--- config.mk ---
export PLATFORM = sky130hd
export DESIGN_NAME = button_encoder_flat
export DESIGN_NICKNAME = d
export VERILOG_FILES = /design/src/rtl/button_encoder_pkg.sv /design/src/rtl/button_encoder_if.sv /design/src/rtl/button_encoder_debounce.sv /design/src/rtl/button_encoder.sv /design/src/flat_wrapper.sv
export SDC_FILE = /design/constraint.sdc
export NUM_CORES = 1
export LEC_CHECK = 0
export CORE_ASPECT_RATIO = 1.1
export CORE_MARGIN = 5
export CORE_UTILIZATION = 50
export DETAILED_ROUTE_END_ITERATION = 7
export DONT_BUFFER_PORTS = 1
export GPL_ROUTABILITY_DRIVEN = 0
export PLACE_DENSITY = 0.63
export RECOVER_POWER = 25
export SYNTH_ARGS = -nofsm -noshare
export SYNTH_HDL_FRONTEND = slang
export SYNTH_SLANG_ARGS = --single-unit
--- constraint.sdc ---
create_clock -name CLK -period 3.1 [get_ports CLK]
set_clock_uncertainty 0.1 [all_clocks]
set_input_delay 0.465 -clock CLK [delete_from_list [all_inputs] [get_ports CLK]]
set_output_delay 0.465 -clock CLK [all_outputs]
set_load 0.05 [all_outputs]
--- src/rtl/button_encoder_pkg.sv ---
// Shared definitions for the button front end: direction codes, FSM states,
// stack data width and the direction priority helper.
package iron_violet_defs;

    localparam int DATA_WIDTH = 2;
    localparam int NUM_INPUTS = 5;
    localparam int UNDO_IDX   = 4;

    localparam logic [DATA_WIDTH-1:0] DIR_UP    = 2'd0;
    localparam logic [DATA_WIDTH-1:0] DIR_RIGHT = 2'd1;
    localparam logic [DATA_WIDTH-1:0] DIR_DOWN  = 2'd2;
    localparam logic [DATA_WIDTH-1:0] DIR_LEFT  = 2'd3;

    typedef enum logic {
        IDLE     = 1'b0,
        WAIT_REL = 1'b1
    } state_t;

    // Lowest-numbered pressed direction wins; caller guarantees press != 0.
    function automatic logic [DATA_WIDTH-1:0] first_dir(input logic [3:0] press);
        first_dir = DIR_LEFT;
        if (press[2]) first_dir = DIR_DOWN;
        if (press[1]) first_dir = DIR_RIGHT;
        if (press[0]) first_dir = DIR_UP;
    endfunction

endpackage

--- src/rtl/button_encoder_if.sv ---
// Player-side buttons, stack flags and the command strobes toward the move stack.
interface button_encoder_if;
    import iron_violet_defs::*;

    // Strobes carry no back-pressure: one cycle of PUSH/POP/REJECT is a complete
    // transfer, DATA_OUT is meaningful only while PUSH=1 and holds otherwise.
    logic [3:0]            BTN;
    logic                  UNDO;
    logic                  FULL;
    logic                  EMPTY;
    logic                  PUSH;
    logic                  POP;
    logic [DATA_WIDTH-1:0] DATA_OUT;
    logic                  REJECT;
    state_t                dbg_state;

    modport master (
        output BTN, UNDO, FULL, EMPTY,
        input  PUSH, POP, DATA_OUT, REJECT, dbg_state
    );

    modport slave (
        input  BTN, UNDO, FULL, EMPTY,
        output PUSH, POP, DATA_OUT, REJECT, dbg_state
    );

endinterface

--- src/rtl/button_encoder_debounce.sv ---
// Two-flop synchroniser followed by a stability counter; the level only
// follows the input after DB_CYCLES consecutive disagreeing samples.
module debounce #(
    parameter int DB_CYCLES = 15,
    parameter int CNT_W     = 4
) (
    input  logic clk,
    input  logic rst_n,
    input  logic raw,
    output logic level
);

    logic             sync1;
    logic             sync2;
    logic [CNT_W-1:0] cnt;

    always_ff @(posedge clk or negedge rst_n) begin
        if (!rst_n) begin
            sync1 <= 1'b0;
            sync2 <= 1'b0;
            cnt   <= '0;
            level <= 1'b0;
        end else begin
            sync1 <= raw;
            sync2 <= sync1;
            if (sync2 == level) begin
                cnt <= '0;
            end else if (cnt == CNT_W'(DB_CYCLES - 1)) begin
                level <= sync2;
                cnt   <= '0;
            end else begin
                cnt <= cnt + 1'b1;
            end
        end
    end

endmodule

--- src/rtl/button_encoder.sv ---
// Turns debounced button presses into single-cycle PUSH/POP/REJECT strobes,
// arbitrating simultaneous presses and locking out chords until all release.
module button_encoder
    import iron_violet_defs::*;
#(
    parameter int DB_CYCLES = 15,
    parameter int CNT_W     = 4
) (
    input  logic             CLK,
    input  logic             RST_N,
    button_encoder_if.slave  bus
);

    logic [NUM_INPUTS-1:0] raw;
    logic [NUM_INPUTS-1:0] level;
    logic [NUM_INPUTS-1:0] level_prev;
    logic [NUM_INPUTS-1:0] press;

    assign raw = {bus.UNDO, bus.BTN};

    for (genvar gi = 0; gi < NUM_INPUTS; gi++) begin : g_db
        debounce #(
            .DB_CYCLES (DB_CYCLES),
            .CNT_W     (CNT_W)
        ) u_db (
            .clk   (CLK),
            .rst_n (RST_N),
            .raw   (raw[gi]),
            .level (level[gi])
        );
    end

    // Only rising edges of the debounced levels count; releases are ignored.
    assign press = level & ~level_prev;

    state_t                state;
    state_t                state_next;
    logic                  push_q,  push_d;
    logic                  pop_q,   pop_d;
    logic                  reject_q, reject_d;
    logic [DATA_WIDTH-1:0] data_q,  data_d;

    always_ff @(posedge CLK or negedge RST_N) begin
        if (!RST_N) begin
            state      <= IDLE;
            level_prev <= '0;
            push_q     <= 1'b0;
            pop_q      <= 1'b0;
            reject_q   <= 1'b0;
            data_q     <= '0;
        end else begin
            state      <= state_next;
            level_prev <= level;
            push_q     <= push_d;
            pop_q      <= pop_d;
            reject_q   <= reject_d;
            data_q     <= data_d;
        end
    end

    always_comb begin
        state_next = state;
        push_d     = 1'b0;
        pop_d      = 1'b0;
        reject_d   = 1'b0;
        data_d     = data_q;
        case (state)
            IDLE: begin
                // UNDO outranks every direction; losing presses vanish silently.
                if (press[UNDO_IDX]) begin
                    if (!bus.EMPTY) pop_d = 1'b1;
                    else            reject_d = 1'b1;
                    state_next = WAIT_REL;
                end else if (|press[3:0]) begin
                    if (!bus.FULL) begin
                        push_d = 1'b1;
                        data_d = first_dir(press[3:0]);
                    end else begin
                        reject_d = 1'b1;
                    end
                    state_next = WAIT_REL;
                end
            end
            WAIT_REL: begin
                if (|press) reject_d = 1'b1;
                if (level == '0) state_next = IDLE;
            end
            default: state_next = IDLE;
        endcase
    end

    assign bus.PUSH      = push_q;
    assign bus.POP       = pop_q;
    assign bus.REJECT    = reject_q;
    assign bus.DATA_OUT  = data_q;
    assign bus.dbg_state = state;

endmodule

--- src/flat_wrapper.sv ---
// flat-port wrapper written by rule: the top's interface ports become plain ports
module button_encoder_flat import iron_violet_defs::*;
#(
    parameter int DB_CYCLES = 15,
    parameter int CNT_W     = 4
)
  (CLK, RST_N, bus_BTN, bus_UNDO, bus_FULL, bus_EMPTY, bus_PUSH, bus_POP, bus_DATA_OUT, bus_REJECT, bus_dbg_state);
  button_encoder_if bus_i ();
  input  logic CLK;
  input  logic RST_N;
  input wire logic [$bits(bus_i.BTN)-1:0] bus_BTN;
  input wire logic [$bits(bus_i.UNDO)-1:0] bus_UNDO;
  input wire logic [$bits(bus_i.FULL)-1:0] bus_FULL;
  input wire logic [$bits(bus_i.EMPTY)-1:0] bus_EMPTY;
  output wire logic [$bits(bus_i.PUSH)-1:0] bus_PUSH;
  output wire logic [$bits(bus_i.POP)-1:0] bus_POP;
  output wire logic [$bits(bus_i.DATA_OUT)-1:0] bus_DATA_OUT;
  output wire logic [$bits(bus_i.REJECT)-1:0] bus_REJECT;
  output wire logic [$bits(bus_i.dbg_state)-1:0] bus_dbg_state;
  assign bus_i.BTN = bus_BTN;
  assign bus_i.UNDO = bus_UNDO;
  assign bus_i.FULL = bus_FULL;
  assign bus_i.EMPTY = bus_EMPTY;
  assign bus_PUSH = bus_i.PUSH;
  assign bus_POP = bus_i.POP;
  assign bus_DATA_OUT = bus_i.DATA_OUT;
  assign bus_REJECT = bus_i.REJECT;
  assign bus_dbg_state = bus_i.dbg_state;
  button_encoder #(.DB_CYCLES(DB_CYCLES), .CNT_W(CNT_W)) u_core (.CLK(CLK), .RST_N(RST_N), .bus(bus_i));
endmodule
**Word level (Yosys, flattened, before mapping)**

Index checks and enable logic that the tools add are counted.

- Register bits: 46
- Bits in latches: 0
- Bits in writable memories: 0
- ROM bits: 0
- Input bits: 9
- Output and inout port bits: 6
- Logic and storage cells: 90
- Memories kept: 0

- Add/subtract/negate cells: 5
- Multiply operators: 0
- Div/mod/pow operators: 0
- Magnitude comparators: 0
- Equal/unequal tests: 10
- Shift operators: 0
- Mux-type cells: 30
- Bitwise logic cells: 10
- Reduce and logical (&&, ||, !) cells: 9

Operators with widths:

| kind | count |
|---|---|
| 4-bit two-way mux | 10 |
| 4-bit by 1-bit adder with 4-bit output, second input constant | 5 |
| 4-bit == test, second input constant | 5 |
| 1-bit two-way mux | 16 |
| 2-bit AND reduction | 5 |
| 1-bit inverter | 8 |
| 5-bit bitwise AND | 1 |
| 1-bit == test | 5 |
| 5-bit zero test | 1 |
| 5-bit inverter | 1 |
| 5-bit OR reduction | 1 |
| 2-bit two-way mux | 2 |
| 1-bit one-hot mux with 2 select lines | 2 |
| 4-bit AND reduction | 1 |
| 4-bit OR reduction | 1 |

**Longest topological paths before layout**

Gate-level depths: netlist of run 1.

- Word-level depth: 6
- Depth in mapped cells: 5
- Mapped depth without buffers: 5

**Cells and area by module**

From an unflattened synthesis of run 1, not the netlist that was laid out.

- Cell total of the unflattened synthesis: 139
- Area total of the unflattened synthesis: 1840.5 µm²

Modules (own cells, without submodules):

| module | instances | cells each | area an instance (µm²) | sequential area each (µm²) |
|---|---|---|---|---|
| debounce | 5 | 21 | 279.0 | 175.2 |
| button_encoder | 1 | 34 | 445.4 | 275.3 |

**Worst setup path after synthesis of run 1**

Ideal clock, no wire load.

- Path type: register to register
- Start point: reg u_core.state, in the netlist u_core.bus.dbg_state
- End point: reg u_core.data_q[0], in the netlist u_core.bus.DATA_OUT[0]
- Setup time: 0.128 ns
- Arrival time: 1.488 ns
- Data required time: 2.872 ns
- Path slack: 1.385 ns
- Cell stages (with the launch flop): 4
- Buffers on the path: 0
- Clock period less this slack: 1.715 ns
- Cells stage by stage: dfrtp_1 or3_4 a21oi_2 mux2_1

- Cells in the longest elaborated chain, start to end: 2

RTL lines:

| item | RTL line | source |
|---|---|---|
| start: declaration | button_encoder.sv:36 | `state_t state;` |
| start signal: assignment | button_encoder.sv:52 | `state <= state_next;` |
| 1-bit inverter (no line) | n/a |  |
| 4-bit AND reduction (no line) | n/a |  |
| end signal: assignment | button_encoder.sv:57 | `data_q <= data_d;` |
| end: declaration | button_encoder.sv:41 | `logic [DATA_WIDTH-1:0] data_q, data_d;` |

Every way passes these cells.
A chain may end at the register's enable or synchronous reset.

**Worst setup path in the final report of run 1**

Same ends and word-level chain as after synthesis.

==> results of run 1 <==
state kept, by name (all words and copies together) (netlist names):
signal and flops:
u_core.g_db.u_db.cnt 20, u_core.g_db.u_db.level 5, u_core.g_db.u_db.sync1 5, u_core.g_db.u_db.sync2 5, u_core.level_prev 5, u_core.bus.DATA_OUT 2, u_core.bus.POP 1, u_core.bus.PUSH 1
u_core.bus.REJECT 1, u_core.bus.dbg_state 1
kinds of logic (layout without fill, tap and decap cells):
logic type	after synthesis	in the layout	synth area share, %
buf+inv	4	19	0.8366
simple gates	51	51	13.95
xor+xnor	11	11	5.369
flops	46	46	64.16
compound gates	16	16	5.928
mux	9	9	5.578
fa+ha+maj	6	6	4.184
cell usage after synthesis:
cell,number
dfrtp_1,46
nor2_1,21
nand2_1,11
a21oi_1,7
ha_1,6
nand3_1,6
xor2_1,6
mux2_2,5
xnor2_1,5
inv_1,4
mux2_1,3
nor2b_1,3
nor3b_1,3
a311oi_1,2
nand4b_1,2
nor3_1,2
o21ai_0,2
o22a_1,2
a2111o_1,1
a21oi_2,1
a31oi_1,1
mux2i_1,1
nand2b_1,1
nor2b_4,1
or3_4,1
per-layer routing:
metal,wire length [um],up-vias
li1,-,513
met1,1094,530
met2,1282,22
met3,129,5
met4,55,0
met5,0,-
power by group through the flow:
stage	Clock [uW]	Sequential, uW	Combinational, uW
after floorplan	0	674	38.4
after global placement	0	678	41.8
after detailed placement	0	681	44.1
after CTS	359	669	62.3
after global routing	385	674	75.3
final	345	669	64.3
through the flow:
step           total power, uW  utilization [%]
2_1_floorplan            712.6                -
3_3_place_gp             720.2            54.33
3_5_place_dp             725.0            54.33
4_1_cts                   1090            57.99
5_1_grt                   1135            59.16
6_report                  1077            59.16
worst min path at each step:
stage,start,cells past startpoint,slack (ns),end
2_1_floorplan,RST_N,0,0.07,u_core.bus.DATA_OUT[0]$_DFFE_PN0P_
3_3_place_gp,RST_N,0,0.07,u_core.g_db[3].u_db.cnt[2]$_DFF_PN0_
3_5_place_dp,RST_N,0,0.07,u_core.g_db[3].u_db.cnt[2]$_DFF_PN0_
4_1_cts,bus_BTN[3],0,0.007,u_core.g_db[3].u_db.sync1$_DFF_PN0_
5_1_grt,bus_EMPTY,1,0.03,u_core.bus.POP$_DFF_PN0_
6_report,bus_EMPTY,1,0.07,u_core.bus.POP$_DFF_PN0_
area by class of cell:
type / count / share of cell area, %
Tap cell: 48 / 2.974
Sequential cell: 46 / 57.00
Clock inverter: 3 / 1.983
Timing Repair Buffer: 7 / 4.337
Inverter: 4 / 0.7435
Multi-Input combinational cell: 93 / 31.10
Clock buffer: 5 / 1.859
==> out/metrics.cfg, run 1 <==
[final_layout]
ff_latch_area_um2=1151
final_common_cell=dfrtp_1
multiInputGateArea_um2=628.1
drive_gt1_share_pct=10.76
layout_common_cells=46 x dfrtp_1, 21 x nor2_1, 11 x nand2_1
fin_area_um2=2019
syn2layout_area_growth_pct=12.55
nFillCells=299
stdcell_count=206
fin_nets=172
antenna_cells=0

[placed_design]
placedCellCount=191
dp_hpwl_mm=1.788
place_area_um2=1854
numPortBuffers=0
place_ws_ns=1.313

[worst_hold_path]
holdCritPathClass=input pin to flop

[sta]
max_freq_mhz=557.6
setup_viol=0
finalSetupTns_ns=0
finalHoldViolCount=0
fin_crit_sh_pct=57.85
holdWs_ns=0.06709
min_period_ns=1.793
layout_setup_ws_ns=1.307
drv_slew=0
rsz0062_at_grt=false
relSlewSlack_pct=61.19
tightestPinTransition_ns=0.5821

[worst_setup_path]
end_kind=flop
reg2reg_to=u_core.bus.DATA_OUT[0]$_DFFE_PN0P_
required_ns=3.25
path_class=flop to flop
worst_path_max_delay_cell=dfrtp_1
rr_startpoint=u_core.bus.dbg_state$_DFF_PN0_
critPathLaunchType=flop
path_cells=or3_4, a21oi_2, mux2_1
path_depth=3
r2r_cells=3
arrival_ns=1.95
crit_path_end=u_core.bus.DATA_OUT[0]$_DFFE_PN0P_
slowest_delay_ns=0.63
r2r_slack_ns=1.31
path_buf_inv=0
crit_family=flip-flops
crit_start=u_core.bus.dbg_state$_DFF_PN0_
worstPathMaxFanout=6

[grt]
grt_util_met1_pct=15.12
use_met2_pct=19.87
grt_usage_pct=12.85
grt_most_used_layer=met2
grt_remaining_overflow=0
grt_pass1_wl_mm=4.588
antenna_found_initial=0
globalRouteMet3Util_pct=5.855
grt_max_degree=47
grt_pass1_vias=1073

[logic_synthesis]
synth_warnings=0
synth_seq_area_share_pct=64.16
syn_area_per_cell_um2=12.55
synth.net_count=158
yosysTopAreaCellShare_pct=64.16
synth_seq_cells=46
syn_inst=143
synth_top_area_cell=dfrtp_1
ys_types=25
syn-cell-area_um2=1794
synthTopCellsByArea=dfrtp_1 64%, nor2_1 4.4%, ha_1 4.2%

[die]
die_h_um=72.83
die_w_um=67.12
die_area_um2=4888
core_area_um2=3413
num_rows=22
ioPinCount=15
start_util_pct=52.57

[detailed_routing]
ant_nets=0
wl_per_cell_um=12.43
drt_wl_total_mm=2.561
vias=1070
route.detailed.drc=0
initialDrtViolationCount=44
via_per_inst=5.194
dr.pass1.iters=4

[power]
ir_drop_v=0.0003353
seqPwrFrac_pct=62.0
internal_power_uw=825.0
p_sw_share_pct=23.43
power_frac_comb_pct=6.0
p_sw_uw=252.4
p_leak_uw=0.0009554
p_clk_share_pct=32.0
powerDensity_nw_per_um2=533.5

[status]
status=finished clean

[clock_network]
root_buffer=clkbuf_4
h-tree-depth=2
cts_setup_buffers=0
cts_made_buffers=5
clock-sinks=46
insertion_delay_ns=0.35
clk_pin_slew_ns=0.13
ctsHoldBuffers=3
cts_resized=0
cts_tree=yes
clk_path_buf_depth=2

[run]
cap_violations=0

(Power assumes the default switching activity.)
==> inputs of run 2 (changes only) <==
- clock period: 3.1 -> 1.74 ns (I/O delays scaled with it)
==> run 2 against run 1 <==
  * Core utilization rose by 0.18 points
  * Sequential share of layout area fell by 0.18 points
  * Sequential power rose by 75%
  * Power rose by 76%
  * Fmax rose by 9.1%
  * Clock power rose by 69%
  * Die area did not move
  * Worst hold slack improved by 0.031 ns
  * Combinational power rose by 120%
  * Register-to-register slack got worse by 1.2 ns
  * Final cell count rose by 1.5%
==> out/metrics.cfg, run 2 (synthesized netlist as in run 1, its figures left out) <==
[final_layout]
drive_gt1_share_pct=11.18
layout_common_cells=46 x dfrtp_1, 21 x nor2_1, 11 x nand2_1
stdcell_count=209
syn2layout_area_growth_pct=12.90
antenna_cells=0
largest_register_ffs=20
final_common_cell=dfrtp_1
largest_register=u_core.g_db.u_db.cnt
fin_nets=175

[sta]
fin_crit_sh_pct=94.51
drv_slew=0
max_freq_mhz=608.1
tightestPinTransition_ns=1.065
finalHoldViolCount=0
setup_viol=0
relSlewSlack_pct=28.97
min_period_ns=1.644
rsz0062_at_grt=false
finalSetupTns_ns=0

[power]
ir_drop_v=0.0005980
powerDensity_nw_per_um2=934.2
p_leak_uw=0.0009603

[clock_network]
clk_pin_slew_ns=0.13
insertion_delay_ns=0.34
cts_made_buffers=5
cts_tree=yes
root_buffer=clkbuf_4
clk_path_buf_depth=2
cts_setup_buffers=0
clock-sinks=46
cts_resized=0
h-tree-depth=2

[worst_setup_path]
worstPathMaxFanout=5
path_class=flop to flop
arrival_ns=1.78
required_ns=1.87
critPathLaunchType=flop
end_kind=flop

[status]
status=finished clean

[detailed_routing]
route.top_layer_used=met4
ant_nets=0
via_per_inst=5.005
drt_wl_total_mm=2.517
route.detailed.drc=0
wl_met3_um=113
dr.pass1.iters=2
initialDrtViolationCount=43
dr_wl_met2_mm=1.159
met1Wirelength_mm=1.206
wl_per_cell_um=12.04
vias=1046

[run]
cap_violations=0

[grt]
grt_max_degree=47
antenna_found_initial=0
grt_remaining_overflow=0
grt_pass1_wl_mm=4.616
grt_usage_pct=12.32
grt_pass1_vias=1104

[die]
die_h_um=72.83
core_area_um2=3413
ioPinCount=15
die_area_um2=4888
num_rows=22
die_w_um=67.12
start_util_pct=52.57

[worst_hold_path]
holdCritPathClass=input pin to flop

[placed_design]
placedCellCount=192
dp_hpwl_mm=1.701
numPortBuffers=0

## run 2: area by class of cell
type                    count  area (um^2)
fillers                   318         1388
flip-flops and latches     46         1151
repair buffers             10        92.59
multi-input cells          93        628.1
well taps                  48        60.06
inverters                   4        15.01
clock buffers               8        78.83
## run 2: what timing repair did
action                     4_1_cts  5_1_grt
hold endpoints to repair        53        0
hold buffers                     9        0
setup endpoints to repair        0        0
## run 2: stage by stage
stage                     utilization (%)  total power, uW  hold WS [ns]  worst slack, ns  cell area, um^2
after floorplan                         -             1270       -0.1346          0.02456             1794
after global placement              54.55             1293       -0.1335           0.1749             1862
after detailed placement            54.55             1299       -0.1331           0.1446             1862
after CTS                           60.01             1924       0.07994           0.1058             2048
after global routing                59.35             1989       0.08021          0.02841             2026
final                               59.35             1892       0.09851          0.09552             2026
## run 2: worst max-delay path, cell delays in order (launching register included)
cell     delay [ns]
dfrtp_1        0.45
nor2b_4        0.16
or3_4          0.34
a21oi_2        0.15
mux2_1         0.33
## run 2: metal layers
layer,global-route usage [%],up-vias
li1,-,522
met1,15.08,501
met2,20.09,18
met3,3.544,5
met4,5.405,0
met5,0,-
## run 2: worst paths after layout
path                                                       startpoint                                     to  slack (ns)  depth (start not counted)
worst max register to register  u_core.g_db[4].u_db.level$_DFFE_PN0P_     u_core.bus.DATA_OUT[0]$_DFFE_PN0P_         0.1                          4
worst min-delay path                                         bus_FULL            u_core.bus.REJECT$_DFF_PN0_         0.1                          2
worst min register to register    u_core.g_db[1].u_db.sync1$_DFF_PN0_    u_core.g_db[1].u_db.sync2$_DFF_PN0_        0.26                          0
worst max-delay path            u_core.g_db[4].u_db.level$_DFFE_PN0P_     u_core.bus.DATA_OUT[0]$_DFFE_PN0P_         0.1                          4
max in group asynchronous                                       RST_N  u_core.g_db[1].u_db.level$_DFFE_PN0P_        0.32                          2
min in group asynchronous                                       RST_N            u_core.bus.REJECT$_DFF_PN0_        0.56                          2
## run 2: power by group
group | internal [uW] | switching [uW] | total (uW) | leakage [uW]
combinational | 60.7 | 80.9 | 142 | 0.000310
sequential | 1110 | 53.7 | 1170 | 0.000605
clock | 277 | 306 | 582 | 0.0000446
total | 1450 | 440 | 1890 | 0.000960
